===== src/rtl/demux1xn_stream.sv =====
// demux1xn_stream: registered 1-to-N stream demultiplexer.
// Each channel owns a one-entry output slot with a valid/ready handshake.
// A word goes to one channel chosen by in_sel, or to every channel when
// in_bcast is set. Words with an out-of-range select are accepted, thrown
// away and counted in a saturating drop counter.
module demux1xn_stream #(
    parameter int N = 4,
    parameter int W = 8,
    localparam int SW = (N > 1) ? $clog2(N) : 1
) (
    input  logic           clk,
    input  logic           rst_n,
    input  logic           in_valid,
    output logic           in_ready,
    input  logic [W-1:0]   in_data,
    input  logic [SW-1:0]  in_sel,
    input  logic           in_bcast,
    output logic [N-1:0]   out_valid,
    input  logic [N-1:0]   out_ready,
    output logic [N*W-1:0] out_data,
    output logic [7:0]     drop_cnt
);

    // One extra bit so that N itself fits when N is a power of two.
    localparam logic [SW:0] N_LIMIT = (SW+1)'(N);

    logic [N-1:0] free;
    logic [N-1:0] sel_hit;
    logic [N-1:0] load;
    logic         sel_in_range;
    logic         accept;
    logic         drop;
    logic [7:0]   drop_cnt_reg;

    assign sel_in_range = ({1'b0, in_sel} < N_LIMIT);

    // Ready depends on slot state, the select and the consumers' ready, but
    // never on in_valid. A broadcast needs every slot free so it is atomic.
    always_comb begin
        in_ready = 1'b1;
        if (in_bcast) begin
            in_ready = &free;
        end else if (sel_in_range) begin
            in_ready = |(sel_hit & free);
        end
    end

    assign accept = in_valid & in_ready;
    assign drop   = accept & ~in_bcast & ~sel_in_range;

    generate
        for (genvar gi = 0; gi < N; gi++) begin : g_chan
            logic         slot_valid_reg;
            logic [W-1:0] slot_data_reg;

            // A slot can take a new word when empty or being emptied now.
            assign free[gi]    = ~slot_valid_reg | out_ready[gi];
            assign sel_hit[gi] = (in_sel == SW'(gi));
            assign load[gi]    = accept & (in_bcast | sel_hit[gi]);

            // Slot register: load wins over pop so pop+load has no bubble;
            // data is retained after a pop.
            always_ff @(posedge clk or negedge rst_n) begin
                if (!rst_n) begin
                    slot_valid_reg <= 1'b0;
                    slot_data_reg  <= '0;
                end else if (load[gi]) begin
                    slot_valid_reg <= 1'b1;
                    slot_data_reg  <= in_data;
                end else if (out_ready[gi]) begin
                    slot_valid_reg <= 1'b0;
                end
            end

            assign out_valid[gi]           = slot_valid_reg;
            assign out_data[gi*W +: W]     = slot_data_reg;
        end
    endgenerate

    // Count discarded out-of-range words, holding at 255.
    always_ff @(posedge clk or negedge rst_n) begin
        if (!rst_n) begin
            drop_cnt_reg <= 8'd0;
        end else if (drop && (drop_cnt_reg != 8'hFF)) begin
            drop_cnt_reg <= drop_cnt_reg + 8'd1;
        end
    end

    assign drop_cnt = drop_cnt_reg;

endmodule

===== config.mk =====
export PLATFORM = sky130hd
export DESIGN_NAME = demux1xn_stream
export DESIGN_NICKNAME = d
export VERILOG_FILES = /design/src/rtl/demux1xn_stream.sv
export SDC_FILE = /design/constraint.sdc
export NUM_CORES = 1
export LEC_CHECK = 0
export CAP_MARGIN = 20
export CORE_MARGIN = 10
export CORE_UTILIZATION = 46
export DETAILED_ROUTE_END_ITERATION = 10
export PLACE_DENSITY = 0.92
export RECOVER_POWER = 25
export SETUP_SLACK_MARGIN = 0.1
export SKIP_CTS_REPAIR_TIMING = 1
export SLEW_MARGIN = 40
export SYNTH_ARGS = -nofsm -noshare
export SYNTH_HDL_FRONTEND = slang
export SYNTH_SLANG_ARGS = --single-unit

===== constraint.sdc =====
create_clock -name clk -period 4.5 [get_ports clk]
set_input_delay 0.9 -clock clk [delete_from_list [all_inputs] [get_ports clk]]
set_output_delay 0.9 -clock clk [all_outputs]
set_load 0.1 [all_outputs]

# == After elaboration in Yosys (flattened, before gate mapping) ==
# Index checks and enable logic that the tools add are counted.
# word_totals
ram_bits,0
inputBits,18
regBits,36
output_inout_bits,45
latchBits,0
mem_count,0
rom_bits,0
# op_classes
n_bitwise,18
eq_ne,3
n_reduce_logical,7
add_sub_neg,0
shift,0
div_mod_pow,0
n_lt_le_gt_ge,0
n_mul,0
muxes,9
# ops
op,n
2-to-1 mux 1 bit,9
bitwise OR 1 bit,8
nonzero test 2 bit,4
AND 1 bit,5
AND 4 bit,1
equality test 2 bit (second input constant),2
NOT 1 bit,4
AND reduction 4 bit,1
OR reduction 4 bit,1
equality test 2 x 1 -> 1 bit (second input constant),1
zero test 2 bit,1

# == Longest topological paths before layout ==
# Gate-level depths: netlist of run 1.
# depth
word_depth,8
ltp_mapped,5
depth_no_buf,4

# == Worst setup path before layout of run 1 ==
# OpenSTA, ideal clock, no wires.
# synth_path
kind,in2out
from,input out_ready[0]
to,output in_ready
n_path_buf,0
arrival_time_ns,2.751
slack_ns,0.849
cell_stages,3
cell_sequence,nand2b_2 > a41oi_2 > o22ai_1
# synth_between
elab_chain_cells,4
word_cells_on_any_way,5
cone_classes,mux: 1; bitwise: 2; reduce/logical: 2
# synth_rtl
item,line,text
from (decl),19,"input logic [N-1:0] out_ready,"
bitwise OR 1 bit *,57,assign free[gi] = ~slot_valid_reg | out_ready[gi];
AND 4 bit,44,in_ready = |(sel_hit & free);
OR reduction 4 bit,44,
2-to-1 mux 1 bit *,41,if (in_bcast) begin
to (decl),14,"output logic in_ready,"
# Mark *: on every way between the ends. The rest lies on a longest branch, timed or not.

# == Final worst setup path of run 1 ==
# layout_path
from,input in_sel[1]
to,output in_ready
# layout_between
elab_chain_cells,4
word_cells_on_any_way,7
cone_classes,eq/ne: 3; mux: 1; bitwise: 1; reduce/logical: 2
# layout_rtl
item,line,text
from (decl),16,"input logic [SW-1:0] in_sel,"
equality test 2 x 1 -> 1 bit (tied with other cells),58,assign sel_hit[gi] = (in_sel == SW'(gi));
AND 4 bit *,44,
OR reduction 4 bit *,44,
2-to-1 mux 1 bit *,41,
# Marked as above.

==> impl_metrics.yaml, run 1 <==
synth:
  synth_cells: 110
  synth-seq-cells: 36
  synthesis.area_sq_um: 1603
  yosysWarnings: 0
  avgSynthCellArea_sq_um: 14.57
  yosysUniqueCellTypes: 28
  synth-seq-area-share: 0.5621
cts:
  cts_root_buf: "clkbuf_4"
  cts_sinks: 36
  max-clock-path-buffers: 2
  worstSkewPairLatency_ns: 0.33
  ctsHtreeMaxLevel: 2
  cts_tree: "built"
  cts_made_buffers: 5
  path_clk_slew_ns: 0.09
timing:
  setup-tns-final_ns: 0
  worst_pin_slew_ns: 1.268
  setup_violations: 0
  finalCriticalPeriod_ns: 3.188
  slew_viol_final: 0
  finalClockSkew_ns: 0.008184
  final-hold-violation-count: 0
  rsz0062_at_grt: "false"
  min_period_over_period: 0.7085
  fmax_mhz: 313.7
  relSlewSlack: 0.1546
setup_path:
  path_max_fanout: 6
  ff2ff_path_depth: 4
  critPathMaxStageDelay_ns: 0.58
  worstReg2RegEnd: "g_chan[3].slot_data_reg[1]$_DFFE_PN0P_"
  path_cells: "clkdlybuf4s50_1, nor3b_2, a41oi_2, o22ai_1, buf_4"
  cp_top_family: "buffers and inverters"
  cp_data_required_time_ns: 3.60
  critPathBufInv: 2
  cp-end-kind: "output port"
  r2r_slack_ns: 2.53
  cp-start-kind: "input pin"
  reg2reg_from: "g_chan[3].slot_valid_reg$_DFFE_PN0P_"
  path_class: "in -> out"
  cpMaxStageDelayCell: "clkdlybuf4s50_1"
  worstPathArrival_ns: 2.29
die:
  row_count: 21
  die_area_sq_um: 6246
  ioPinCount: 63
  die_w_um: 79.03
  initial_core_util: 0.4766
  die_h_um: 79.03
  core-area_sq_um: 3363
route:
  routed_wl_um: 3808
  drt-wirelength-per-cell_um: 17.88
  antenna_left: 0
  drt_iter0_drc: 24
  drc: 0
  viasPerCell: 4.981
  first_pass_iters: 3
  num_vias: 1061
cells_and_area:
  fin_nets: 184
  drive_gt1_frac: 0.4192
  largest_reg_flops: 32
  final_cell_mix: "dfrtp_1 (36), buf_2 (36), mux2_2 (19)"
  antenna_cells: 0
  fin_area_sq_um: 1999
  area_growth_pct: 24.75
place:
  dpl_cell_area_sq_um: 1946
  gp_congestion: 0.8634
  port_buffers: 54
  dp_hpwl_um: 3054
global_routing:
  grt_pass1_wl_um: 6113
  track_usage: 0.1230
  antenna_found_initial: 0
  gr-total-overflow: 0
  grt_pass1_vias: 1235
  grt_max_degree: 26
job:
  drv_cap: 0
min_path:
  min_from: "g_chan[3].slot_data_reg[6]$_DFFE_PN0P_"
  min_path_type: "reg -> reg"
  hold_path_depth: 1
  hold_path_end: "g_chan[3].slot_data_reg[6]$_DFFE_PN0P_"
status:
  status: "finished clean"
[cell type report]
class                   instances  area [sq um]
inverters                       1         3.754
flip-flops and latches         36         900.9
fillers                       315          1364
clock buffers                   8         58.81
multi-input cells              67         623.1
well taps                      46         57.56
repair buffers                 55         355.3
[synthesized netlist by cell type (all sizes together)]
master  count  area share
dfrtp      36        0.56
mux2       32        0.22
buf        13       0.063
nor2b       5       0.021
nand2b      4       0.017
a21oi       2       0.013
nand2       2      0.0047
nor3        2       0.013
nor4        2       0.017
a21bo       1      0.0062
a41oi       1       0.010
and4b       1      0.0062
conb        1      0.0023
inv         1      0.0023
mux2i       1      0.0062
nand4       1      0.0039
nor3b       1      0.0078
o21ai       1      0.0055
o21bai      1      0.0047
o22ai       1      0.0039
or3         1      0.0039
[worst max path at each step]
stage,startpoint,to,slack [ns],cells past startpoint
floorplan,out_ready[0],in_ready,0.85,3
global placement,out_ready[0],in_ready,1.39,5
detailed placement,in_sel[1],in_ready,1.30,5
CTS,in_sel[1],in_ready,1.30,5
global route,in_sel[1],in_ready,1.22,5
finish,in_sel[1],in_ready,1.31,5
[cells by family after synthesis]
family	share of synthesized area
buffers and inverters	0.06557
AOI/OAI and AO/OA	0.04372
muxes	0.2311
and+or+nand+nor	0.09525
other	0.002340
DFF	0.5621
[metrics by stage]
step | util | instances | setup slack, ns | hold slack (ns)
3_3_place_gp | 0.6336 | 205 | 1.385 | 0.4683
5_1_grt | 0.5945 | 213 | 1.217 | 0.5281
4_1_cts | 0.5960 | 213 | 1.303 | 0.4995
6_report | 0.5945 | 213 | 1.312 | 0.4912
2_1_floorplan | - | 117 | 0.8489 | 0.5108
3_5_place_dp | 0.5785 | 205 | 1.302 | 0.4774
[routing by layer]
| metal | share of wire | GRT usage | vias up |
|---|---|---|---|
| li1 | - | - | 480 |
| met1 | 0.43 | 0.1443 | 525 |
| met2 | 0.47 | 0.1933 | 49 |
| met3 | 0.082 | 0.05180 | 7 |
| met4 | 0.020 | 0.05197 | 0 |
| met5 | 0 | 0 | - |
[worst reg2reg max path: stages, from the launching register on]
cell     delay [ns]
dfrtp_1        0.40
nor2b_1        0.17
nor4_4         0.44
a21bo_1        0.45
mux2_1         0.39
Power of run 1 is left out: the tool's default activity adds up to more than one toggle a clock period on the data nets, which glitch-free logic cannot reach.
==> run 2: changes to the inputs <==
--- a/config.mk
+++ b/config.mk
@@ -7,9 +7,9 @@
 export LEC_CHECK = 0
 export CAP_MARGIN = 20
 export CORE_MARGIN = 10
-export CORE_UTILIZATION = 46
+export CORE_UTILIZATION = 43
 export DETAILED_ROUTE_END_ITERATION = 10
-export PLACE_DENSITY = 0.92
+export PLACE_DENSITY = 0.87
 export RECOVER_POWER = 25
 export SETUP_SLACK_MARGIN = 0.1
 export SKIP_CTS_REPAIR_TIMING = 1
==> constraint.sdc (replaced) <==
create_clock -name clk -period 3 [get_ports clk]
set_input_delay 0.6 -clock clk [delete_from_list [all_inputs] [get_ports clk]]
set_output_delay 0.6 -clock clk [all_outputs]
set_load 0.1 [all_outputs]
==> impl_metrics.yaml, run 2 (same netlist as run 1, synthesis figures left out) <==
status:
  status: "finished clean"
cells_and_area:
  antenna_cells: 0
  largest_reg_flops: 32
  multi_input_area_sq_um: 629.4
  fin_area_sq_um: 2173
  final_cells: 215
  regArea_sq_um: 900.9
  layout_commonest_cell: "buf_4"
  fillers: 303
  fin_nets: 184
  area_growth_pct: 35.60
  drive_gt1_frac: 0.4431
  final_cell_mix: "buf_4 (37), dfrtp_1 (36), mux2_2 (19)"
global_routing:
  grt_pass1_vias: 1177
  antenna_found_initial: 0
  track_usage: 0.1209
  grt_pass1_wl_um: 6003
  grtUsageMet1: 0.1235
  met3_usage: 0.04084
  grt_max_degree: 37
  grt_busiest_layer: "met2"
  gr-total-overflow: 0
  met2_usage: 0.2134
setup_path:
  cpMaxStageDelayCell: "clkdlybuf4s50_1"
  worstPathArrival_ns: 1.99
  ff2ff_path_depth: 4
  cp_data_required_time_ns: 2.40
  cp-start-kind: "input pin"
  path_class: "in -> out"
  cp-end-kind: "output port"
  path_max_fanout: 6
  r2r_slack_ns: 1.05
  worstReg2RegEnd: "g_chan[3].slot_data_reg[7]$_DFFE_PN0P_"
  critPathMaxStageDelay_ns: 0.53
  reg2reg_from: "g_chan[3].slot_valid_reg$_DFFE_PN0P_"
  path_cells: "clkdlybuf4s50_1, nor3b_2, a41oi_2, o22ai_2, buf_12"
route:
  routed_wl_um: 3840
  drt-wirelength-per-cell_um: 17.86
  antenna_left: 0
  num_vias: 1046
  drc: 0
  viasPerCell: 4.865
  drt_iter0_drc: 39
  first_pass_iters: 4
timing:
  min_period_over_period: 0.8630
  fmax_mhz: 386.2
  fin_hold_ws_ns: 0.4932
  finalCriticalPeriod_ns: 2.589
  relSlewSlack: 0.6494
  rsz0062_at_grt: "false"
  slew_viol_final: 0
  setup-tns-final_ns: 0
  finalClockSkew_ns: 0.006333
  setup_violations: 0
  final-hold-violation-count: 0
  worst_pin_slew_ns: 0.5258
die:
  ioPinCount: 63
  die_area_sq_um: 6569
  row_count: 22
  die_h_um: 81.05
  initial_core_util: 0.4411
  core-area_sq_um: 3633
  die_w_um: 81.05
cts:
  cts_sinks: 36
  cts_made_buffers: 5
  worstSkewPairLatency_ns: 0.28
  path_clk_slew_ns: 0.06
  cts_tree: "built"
  cts_root_buf: "clkbuf_8"
  ctsHtreeMaxLevel: 2
  max-clock-path-buffers: 2
min_path:
  min_path_type: "reg -> reg"
  hold_path_depth: 1
  min_from: "g_chan[3].slot_data_reg[1]$_DFFE_PN0P_"
  hold_path_end: "g_chan[3].slot_data_reg[1]$_DFFE_PN0P_"
place:
  dpl.cell_count: 207
  port_buffers: 54
  dpl_cell_area_sq_um: 2062
  dp_hpwl_um: 3025
  gp_congestion: 0.7868
job:
  drv_cap: 0
-- run 2: changes by cell type in the layout (fill, tap and decap cells not counted), moves of 4 or more --
cell | previous run | this run
clkbuf_8 | 1 | 5
buf_4 | 1 | 37
clkbuf_4 | 5 | 0
clkbuf_1 | 4 | 0
buf_2 | 36 | 0
-- run 2: area by class of cell --
cell class	instances	area share
flip-flops and latches	36	0.4145
multi-input cells	67	0.2896
repair buffers	55	0.2153
clock buffers	5	0.03166
well taps	48	0.02763
clock inverters	3	0.01957
inverters	1	0.001727
-- run 2: worst max path at each step --
stage / from / end / cells after the start
final: in_sel[1] / in_ready / 5
after global placement: in_bcast / g_chan[3].slot_data_reg[7]$_DFFE_PN0P_ / 5
after CTS: in_sel[1] / in_ready / 5
after detailed placement: in_bcast / g_chan[3].slot_data_reg[7]$_DFFE_PN0P_ / 5
after floorplan: out_ready[0] / in_ready / 3
after global routing: in_sel[1] / in_ready / 5
-- run 2: critical path: cells and delay by family --
family / cells / cell delay (ns)
compound gates: 2 / 0.45
simple gates: 1 / 0.22
buf+inv: 2 / 0.72
-- run 2: through the flow --
stage | setup WS (ns) | util
2_1_floorplan | 0.6180 | -
3_3_place_gp | 0.4430 | 0.5675
3_5_place_dp | 0.3261 | 0.5675
4_1_cts | 0.4265 | 0.5981
5_1_grt | 0.3718 | 0.5981
6_report | 0.4109 | 0.5981
-- run 2: per-layer routing --
layer,up-vias,share of wire
met5,-,0
met4,0,0.015
met3,5,0.085
met2,38,0.53
met1,523,0.37
li1,480,-
Power of run 2 is left out for the same reason.
==> run 3: changes to the inputs <==
--- a/config.mk
+++ b/config.mk
@@ -6,8 +6,9 @@
 export NUM_CORES = 1
 export LEC_CHECK = 0
 export CAP_MARGIN = 20
-export CORE_MARGIN = 10
+export CORE_MARGIN = 3
 export CORE_UTILIZATION = 43
+export CTS_CLUSTER_DIAMETER = 80
 export DETAILED_ROUTE_END_ITERATION = 10
 export PLACE_DENSITY = 0.87
 export RECOVER_POWER = 25
==> impl_metrics.yaml, run 3 (same netlist as run 1, synthesis figures left out) <==
status:
  status: "finished with violations"
  violations: "capacitance limit, slew limit"
place:
  pre_cts_ws_ns: 0.3632
  dpl_cell_area_sq_um: 2059
  gp_congestion: 0.6863
  port_buffers: 54
  dp_hpwl_um: 2554
global_routing:
  grt_max_degree: 37
  antenna_found_initial: 0
  grt_pass1_vias: 1111
  track_usage: 0.1606
  grt_pass1_wl_um: 5326
  gr-total-overflow: 0
timing:
  setup-tns-final_ns: 0
  relSlewSlack: -0.2181
  fmax_mhz: 389.9
  slew_viol_final: 37
  finalCriticalPeriod_ns: 2.564
  setup_violations: 0
  rsz0062_at_grt: "false"
  worst_pin_slew_ns: 1.827
  finalClockSkew_ns: 0.001593
  final-hold-violation-count: 0
  min_period_over_period: 0.8548
  finalWorstSetupSlack_ns: 0.4355
route:
  antenna_left: 0
  drc: 0
  num_vias: 1051
  viasPerCell: 4.934
  first_pass_iters: 4
  drt-wirelength-per-cell_um: 15.78
  routed_wl_um: 3362
  drt_iter0_drc: 45
die:
  row_count: 21
  die_area_sq_um: 4496
  die_w_um: 67.05
  ioPinCount: 63
  core-area_sq_um: 3468
  die_h_um: 67.05
  initial_core_util: 0.4621
cts:
  max-clock-path-buffers: 2
  ctsHtreeMaxLevel: 2
  path_clk_slew_ns: 0.06
  cts_sinks: 36
  cts_made_buffers: 5
  worstSkewPairLatency_ns: 0.27
  cts_tree: "built"
  cts_root_buf: "clkbuf_8"
cells_and_area:
  fin_nets: 184
  antenna_cells: 0
  drive_gt1_frac: 0.4251
  area_growth_pct: 33.88
  fin_area_sq_um: 2146
  largest_reg_flops: 32
  final_cell_mix: "dfrtp_1 (36), buf_4 (36), mux2_2 (19)"
setup_path:
  r2r_slack_ns: 1.05
  cp-startpoint: "in_sel[1]"
  critPathMaxStageDelay_ns: 0.52
  path_cells: "clkdlybuf4s50_1, nor3b_2, a41oi_2, o22ai_2, buf_12"
  crit_cells: 5
  cp-start-kind: "input pin"
  path_class: "in -> out"
  worstPathArrival_ns: 1.96
  cp-endpoint: "in_ready"
  path_max_fanout: 6
  ff2ff_path_depth: 4
  reg2reg_from: "g_chan[3].slot_valid_reg$_DFFE_PN0P_"
  worstReg2RegEnd: "g_chan[3].slot_data_reg[5]$_DFFE_PN0P_"
  critPathBufInv: 2
  cp_top_family: "buffers and inverters"
  cpMaxStageDelayCell: "clkdlybuf4s50_1"
  cp_data_required_time_ns: 2.40
  cp-end-kind: "output port"
job:
  drv_cap: 1
min_path:
  min_path_type: "reg -> reg"
## run 3: cell types whose count changed in the layout (fill, tap and decap cells not counted), sizes merged
cell           delta
clkdlybuf4s50     +1
buf               -1
clkbuf            +4
bufinv            -1
dlygate4sd3       -1
clkinv            -1
clkinvlp          -1
## run 3: worst min-delay path by stage
stage	from	to	slack, ns	cells past startpoint
2_1_floorplan	rst_n	g_chan[0].slot_data_reg[0]$_DFFE_PN0P_	0.30	0
3_3_place_gp	g_chan[3].slot_data_reg[1]$_DFFE_PN0P_	g_chan[3].slot_data_reg[1]$_DFFE_PN0P_	0.47	1
3_5_place_dp	g_chan[3].slot_data_reg[6]$_DFFE_PN0P_	g_chan[3].slot_data_reg[6]$_DFFE_PN0P_	0.48	1
4_1_cts	g_chan[2].slot_data_reg[2]$_DFFE_PN0P_	g_chan[2].slot_data_reg[2]$_DFFE_PN0P_	0.50	1
5_1_grt	g_chan[3].slot_data_reg[0]$_DFFE_PN0P_	g_chan[3].slot_data_reg[0]$_DFFE_PN0P_	0.51	1
6_report	g_chan[2].slot_data_reg[2]$_DFFE_PN0P_	g_chan[2].slot_data_reg[2]$_DFFE_PN0P_	0.49	1
## run 3: cell type report
type                            instances  area, sq um
Inverter                                1        3.754
Clock buffer                            8        90.09
Timing Repair Buffer                   55        464.2
Sequential cell                        36        900.9
Tap cell                               46        57.56
Multi-Input combinational cell         67        629.4
Fill cell                             286         1323
## run 3: per-layer routing
layer | global-route usage | share of wire | routed length (um)
met1 | 0.1888 | 0.39 | 1307
met3 | 0.05902 | 0.091 | 307
met5 | 0 | 0 | 0
met2 | 0.2687 | 0.51 | 1712
met4 | 0.05316 | 0.010 | 35
## run 3: metrics by stage
step | hold slack [ns] | util | std cells
floorplan | 0.3044 | - | 117
global placement | 0.4715 | 0.5938 | 205
detailed placement | 0.4773 | 0.5938 | 205
CTS | 0.4983 | 0.6198 | 213
global route | 0.5136 | 0.6187 | 213
finish | 0.4913 | 0.6187 | 213
Power of run 3 is left out for the same reason.
